**config.mk**
```make
export PLATFORM = sky130hd
export DESIGN_NAME = lcd_seq_ctrl
export DESIGN_NICKNAME = d
export VERILOG_FILES = /design/src/rtl/lcd_seq_ctrl.sv
export SDC_FILE = /design/constraint.sdc
export NUM_CORES = 1
export LEC_CHECK = 0
export CAP_MARGIN = 20
export CORE_MARGIN = 5
export CORE_UTILIZATION = 55
export DETAILED_ROUTE_END_ITERATION = 6
export HOLD_SLACK_MARGIN = 0.03
export PLACE_DENSITY = 0.85
export SLEW_MARGIN = 20
export SYNTH_ARGS = -nofsm -noshare
export SYNTH_HDL_FRONTEND = slang
export SYNTH_SLANG_ARGS = --single-unit
```
**constraint.sdc**
```tcl
create_clock -name clk -period 4 [get_ports clk]
set_input_delay 0.4 -clock clk [delete_from_list [all_inputs] [get_ports clk]]
set_output_delay 0.4 -clock clk [all_outputs]
set_load 0.02 [all_outputs]
```
**src/rtl/lcd_seq_ctrl.sv**
```systemverilog
// lcd_seq_ctrl: Avalon-MM 4-entry command FIFO driving a timed LCD write strobe sequencer.
// Define LCD_SEQ_IRQ_EN to add the done flag, irq-enable register and irq output.
module lcd_seq_ctrl #(
    parameter int SETUP_CYC    = 2,
    parameter int E_HIGH_CYC   = 12,
    parameter int HOLD_CYC     = 2,
    parameter int WAIT_CYC     = 2000,
    parameter int CLR_WAIT_CYC = 82000
) (
    input  logic        clk,
    input  logic        reset_n,
    input  logic [2:0]  address,
    input  logic        chipselect,
    input  logic        write_n,
    input  logic [31:0] writedata,
    output logic [31:0] readdata,
    output logic [7:0]  lcd_data,
    output logic        lcd_rs,
    output logic        lcd_rw,
`ifdef LCD_SEQ_IRQ_EN
    output logic        lcd_e,
    output logic        irq
`else
    output logic        lcd_e
`endif
);
    localparam logic [19:0] SETUP_LD = (SETUP_CYC > 1) ? 20'(SETUP_CYC - 1) : 20'd0;
    localparam logic [19:0] EHI_LD   = (E_HIGH_CYC > 1) ? 20'(E_HIGH_CYC - 1) : 20'd0;
    localparam logic [19:0] HOLD_LD  = (HOLD_CYC > 1) ? 20'(HOLD_CYC - 1) : 20'd0;
    localparam logic [19:0] WAIT_LD  = (WAIT_CYC > 1) ? 20'(WAIT_CYC - 1) : 20'd0;
    localparam logic [19:0] CLR_LD   = (CLR_WAIT_CYC > 1) ? 20'(CLR_WAIT_CYC - 1) : 20'd0;

    typedef enum logic [2:0] {IDLE, SETUP, EHI, HOLD, WAIT} state_t;

    state_t      state;
    logic [19:0] cnt;
    logic [8:0]  fifo [4];
    logic [1:0]  wr_ptr, rd_ptr;
    logic [2:0]  count;
    logic        ovf, wr, empty, full, pop, push, clr_cmd, busy;
    logic        done, irq_en;

    assign wr      = chipselect && !write_n;
    assign empty   = count == 3'd0;
    assign full    = count[2];
    assign pop     = state == IDLE && !empty;
    assign push    = wr && address == 3'd0 && (!full || pop);
    assign busy    = state != IDLE || !empty;
    assign clr_cmd = !lcd_rs && (lcd_data == 8'h01 || lcd_data == 8'h02);
    assign lcd_rw  = 1'b0;

    // FIFO storage; only valid entries are ever read, so no reset is needed
    always_ff @(posedge clk)
        if (push) fifo[wr_ptr] <= writedata[8:0];

    // FIFO pointers, occupancy and the sticky overflow flag
    always_ff @(posedge clk or negedge reset_n)
        if (!reset_n) begin
            wr_ptr <= 2'd0;
            rd_ptr <= 2'd0;
            count  <= 3'd0;
            ovf    <= 1'b0;
        end else begin
            if (push) wr_ptr <= wr_ptr + 2'd1;
            if (pop) rd_ptr <= rd_ptr + 2'd1;
            count <= count + {2'b0, push} - {2'b0, pop};
            if (wr && address == 3'd1) ovf <= 1'b0;
            else if (wr && address == 3'd0 && !push) ovf <= 1'b1;
        end

    // Command sequencer: each phase loads cnt with its length minus one and advances at zero
    always_ff @(posedge clk or negedge reset_n)
        if (!reset_n) begin
            state    <= IDLE;
            cnt      <= 20'd0;
            lcd_data <= 8'd0;
            lcd_rs   <= 1'b0;
            lcd_e    <= 1'b0;
        end else begin
            case (state)
                IDLE:
                    if (!empty) begin
                        state              <= SETUP;
                        cnt                <= SETUP_LD;
                        {lcd_rs, lcd_data} <= fifo[rd_ptr];
                    end
                SETUP:
                    if (cnt == 20'd0) begin
                        state <= EHI;
                        cnt   <= EHI_LD;
                        lcd_e <= 1'b1;
                    end else cnt <= cnt - 20'd1;
                EHI:
                    if (cnt == 20'd0) begin
                        state <= HOLD;
                        cnt   <= HOLD_LD;
                        lcd_e <= 1'b0;
                    end else cnt <= cnt - 20'd1;
                HOLD:
                    if (cnt == 20'd0) begin
                        state <= WAIT;
                        cnt   <= clr_cmd ? CLR_LD : WAIT_LD;
                    end else cnt <= cnt - 20'd1;
                default:
                    if (cnt == 20'd0) state <= IDLE;
                    else cnt <= cnt - 20'd1;
            endcase
        end

`ifdef LCD_SEQ_IRQ_EN
    // Done is raised when the last queued command finishes its wait; cleared by a write to address 3
    always_ff @(posedge clk or negedge reset_n)
        if (!reset_n) begin
            done   <= 1'b0;
            irq_en <= 1'b0;
        end else begin
            if (wr && address == 3'd2) irq_en <= writedata[0];
            if (wr && address == 3'd3) done <= 1'b0;
            else if (state == WAIT && cnt == 20'd0 && empty && !push) done <= 1'b1;
        end

    assign irq = done && irq_en;
`else
    assign done   = 1'b0;
    assign irq_en = 1'b0;
`endif

    // Zero-latency register read mux
    always_comb
        readdata = address == 3'd1 ? {24'd0, ovf, full, empty, count, done, busy} :
                   address == 3'd2 ? {31'd0, irq_en} : 32'd0;
endmodule

```
* Word-level counts from Yosys, hierarchy flattened
Memories as Yosys holds them, arrays and structs flattened. A register that Yosys moved wholly into a read port is not among the register bits. Index checks and enable logic that the tools add are counted. W data, S select, Z words.
Word-level totals: register bits after elaboration 32, bits in writable memories 36, input bits 39, memories 1
Cells by class: add/sub/neg operators 5, equality and inequality tests 11, mux-type cells 21, bitwise gates (word level) 1, reduce and logical (&&, ||, !) cells 28
Memories:
- fifo | depth 4, width 9, read ports 1, clocked after Yosys merged registers in 1, write ports 1, RTL line 37 | logic [8:0] fifo [4];
Operators with widths (count):
- $mux W20 | 5
- $pmux W20 S4 | 1
- $logic_not A20 Y1 | 1
- $sub A20 B1 Y20 const B | 1
- $mux W17 | 1
- $mux W3 | 5
- $pmux W3 S4 | 1
- $logic_not A3 Y1 | 3
- $eq A8 B1 Y1 const B | 1
- $eq A8 B2 Y1 const B | 1
- $mux W8 | 1
- $ne A2 B2 Y1 const B | 4
- $logic_and A1 B1 Y1 | 7
- $eq A3 B1 Y1 const B | 2
- $eq A3 B2 Y1 const B | 2
- $logic_not A1 Y1 | 6
- $mux W1 | 6
- $reduce_bool A2 Y1 | 3
- $ne A5 B2 Y1 const B | 1
- $reduce_and A5 Y1 | 1
- $add A2 B1 Y2 const B | 2
- $reduce_and A2 Y1 | 2
- $add A3 B1 Y3 | 1
- $logic_or A1 B1 Y1 | 3
- other kinds (5) | 5

* Logic depth before layout (Yosys ltp)
depth after elaboration 9, depth in mapped cells 11, gate-level depth less buffers 11

* Worst setup path before layout
No wires, ideal clock.
kind register to register, start point register state[2], end point register count[2], library setup time 125 ps, arrival time 2606 ps, data required time 3875 ps, path slack 1268 ps, stages on the path, launching flop included 12, path buffers 2, path through dfrtp_1 -> or3_1 -> clkbuf_1 -> nor2_1 -> clkbuf_1 -> ha_1 -> inv_1 -> ha_1 -> inv_1 -> fa_1 -> xnor2_1 -> xnor2_1
On the way: longest elaborated chain between the ends 6
RTL lines:
- from (decl) | RTL line 35 | state_t state;
- from (signal assigned) | RTL line 74 | state <= IDLE;
- from (signal assigned) | RTL line 83 | state <= SETUP;
- from (signal assigned) | RTL line 89 | state <= EHI;
- $logic_not A3 Y1 * | RTL line 46 | assign pop = state == IDLE && !empty;
- $logic_and A1 B1 Y1 * | RTL line 46
- via pop | RTL line 40 | logic ovf, wr, empty, full, pop, push, clr_cmd, busy;
- $logic_or A1 B1 Y1 | RTL line 47 | assign push = wr && address == 3'd0 && (!full || pop);
- $logic_and A1 B1 Y1 | RTL line 47
- $add A3 B1 Y3 | RTL line 66 | count <= count + {2'b0, push} - {2'b0, pop};
- $sub A3 B1 Y3 * | RTL line 66
- to (signal assigned) | RTL line 66
- to (decl) | RTL line 39 | logic [2:0] count;
Mark *: on every way through the listed nets, which the timed path passes. The rest lies on a longest branch. A chain may end at the register's enable or synchronous reset.

* Worst setup path in the final report
start point register cnt[4], end point register cnt[13]
On the way: longest elaborated chain between the ends 3
RTL lines:
- from (decl) | RTL line 36 | logic [19:0] cnt;
- from (signal assigned) | RTL line 92 | end else cnt <= cnt - 20'd1;
- from (signal assigned) | RTL line 98 | end else cnt <= cnt - 20'd1;
- from (signal assigned) | RTL line 102 | cnt <= clr_cmd ? CLR_LD : WAIT_LD;
- $sub A20 B1 Y20 / $logic_not A20 Y1 (equally long branches)
- $mux W20 (tied with other cells) | RTL line 105 | if (cnt == 20'd0) state <= IDLE;
- $pmux W20 S4 / $reduce_and A2 Y1 (equally long branches)
Parallel ways exist; a longest one is shown, timed or not. The select of a mux whose other input is x is not followed.

==> results.cfg <==
[clocking]
cts_buffers = 9
postCtsHoldBufs = 0
clock_latency_ns = 0.35
clk_pin_slew_ns = 0.09
cts_resized = 0
cts-root-buf = clkbuf_8
htreeDepth = 3
clock_sinks = 77
cts_buffer_depth = 2
cts_tree = done
post_cts_buffers = 0

[worst_setup_path]
crit_arrival_ns = 3.25
crit_required_ns = 4.21
critPathKind = reg -> reg
startpoint_type = flop
worstSetupEndpointType = flop
worst-path-max-fanout = 14

[floorplan]
fp.dieH_um = 94.61
ioPinCount = 82
initial_core_util = 0.5732
core_mm2 = 0.006869
fp-row-count = 30
die_area_mm2 = 0.008951
die_w_um = 94.61

[grt]
use_met2 = 0.3400
gr-max-usage-layer = met2
grt_max_degree = 42
grt_pass1_vias = 2612
overflow = 0
grt.total_usage = 0.1956
met3_usage = 0.04382
grt_pass1_wl_um = 13170
antenna_found_initial = 0
met1_usage = 0.2329

[final_layout]
final_nets = 404
antenna_cells = 0
area_delta_synth_final_pct = 11.57
utilization = 0.6395
final_layout_size_suffix_gt1_frac = 0.1492

[sta]
fin_skew_ns = 0.01179
hold_ws_ns = 0.1817
hold_viol = 0
relSlewSlack = 0.3850
period_needed_ns = 3.042
finalMaxSlewViolations = 0
fmax_mhz = 328.7
setup_slack_ns = 0.9576
fin_crit_sh = 0.7606
fin_setup_tns_ns = 0
rsz0062_at_grt = false
worst_slew_pin_slew_ns = 0.9225
setup_viol = 0

[place]
numPortBuffers = 32
pre_cts_slack_ns = 0.9189
gp_congestion = 0.9824
dp.final_hpwl_um = 5750

[synth]
synth_warnings = 0
syn_area_mm2 = 0.003938
synth.distinct_cells = 62
synth_top_area_cell = edfxtp_1
synthTopCellsByArea = edfxtp_1 (27%), dfrtp_1 (26%), buf_4 (5.3%), mux4_2 (5.1%), mux2_2 (2.6%)
synthCells = 325
syn-mean-instance-area_um2 = 12.12
synth-seq-cells = 77
synth_top_flop_cell = dfrtp_1
synth_edf_count = 36
async_reset_ff_frac = 0.5325
ys_seq_area_frac = 0.5351
synth_top_cell_area_share = 0.2745

[job]
max-cap-violations = 0

[status]
status = completed

[route]
via_per_inst = 5.806
totalWireLength_um = 8096
route.detailed.drc = 0
drtIter0Drc = 147
vias = 2659
ant_nets = 0
dr.pass1.iters = 4
routedWlPerCell_um = 17.68

[pwr]
leakage_nw = 1.717
powerDensity_mw_per_mm2 = 640.7
peakVddDrop_v = 0.0004465

[min_path]
min_path_type = in -> async
[layout by cell type, fill, tap and decap left out, drive strengths merged, types with 6 or more instances in the layout]
master,count
nor4,9
conb,26
a31oi,8
or4,10
clkbuf,10
and3,6
or3,12
nor2,16
mux2,9
o31ai,8
nand2,13
ha,7
clkdlybuf4s50,31
o21ai,15
mux4,9
dfrtp,41
edfxtp,36
inv,12
nand3,6
a21oi,18
[area by class of cell]
cell class | count | area, µm²
Clock buffer | 10 | 127.6
Clock inverter | 6 | 46.29
Fill cell | 538 | 2476
Inverter | 11 | 41.29
Multi-Input combinational cell | 222 | 1605
Sequential cell | 77 | 2107
Tap cell | 96 | 120.1
Timing Repair Buffer | 36 | 345.3
[worst paths after layout]
path | start | end | slack, ns | cells past startpoint
worst max-delay path | cnt[4] | cnt[13] | 0.96 | 6
worst min-delay path | reset_n | cnt[2] | 0.18 | 1
worst max register to register | cnt[4] | cnt[13] | 0.96 | 6
worst min register to register | lcd_data[6] | lcd_data[6] | 0.55 | 1
max in group asynchronous | reset_n | wr_ptr[0] | 3.24 | 1
min in group clk | lcd_data[6] | lcd_data[6] | 0.55 | 1
[cells by family after synthesis]
logic type      count (synthesis)  synth area share
compound gates                 70            0.1223
xor+xnor                        7           0.01557
fa+ha+maj                       8           0.02733
buf+inv                        51           0.08103
flops                          77            0.5351
mux                            18           0.07722
other cells                     1         0.0009524
simple gates                   93            0.1405
[critical path, cell delays in order (launching register included)]
cell and delay (ns):
dfrtp_1 0.43, nor4_1 0.74, nand4b_2 0.41, o31ai_2 0.79
buf_4 0.32, or4_1 0.13, a21oi_1 0.07
[metrics by stage]
step / std cells / total power, mW / instance area (µm²)
2_1_floorplan: 350 / 2.025 / 4031
3_3_place_gp: 442 / 2.253 / 4219
3_5_place_dp: 442 / 2.305 / 4219
4_1_cts: 458 / 2.826 / 4393
5_1_grt: 458 / 2.989 / 4393
6_report: 458 / 2.814 / 4393
[synthesized netlist by cell type, types with 3 or more instances]
cell type	number
a21o_1	3
a21oi_1	17
a31oi_1	8
and2_1	5
and3_1	5
buf_4	28
buf_6	3
clkbuf_1	7
dfrtp_1	41
edfxtp_1	36
ha_1	7
inv_1	10
mux2_2	9
mux4_2	9
nand2_1	13
nand3_1	5
nor2_1	16
nor3_1	4
nor4_1	9
o21ai_0	14
o31ai_1	7
or3_1	8
or3_2	4
or4_1	7
xnor2_1	4
xor2_1	3
[power by group]
part | switching, mW | internal (mW)
Sequential | 0.281 | 1.02
Clock | 0.289 | 0.229
Combinational | 0.501 | 0.496
[state kept, by name, indices dropped and copies added, names as in the netlist]
signal and count:
lcd_e 1, ovf 1, rd_ptr 2, count 3, fifo 36, cnt 20, lcd_data 8, lcd_rs 1
wr_ptr 2, state 3
[metal layers]
metal	part of all wire	vias to the layer above
met5	0	-
met3	0.048	10
met1	0.41	1326
met4	0.016	0
met2	0.52	72
li1	-	1251
Power figures use the tool's default switching activity.
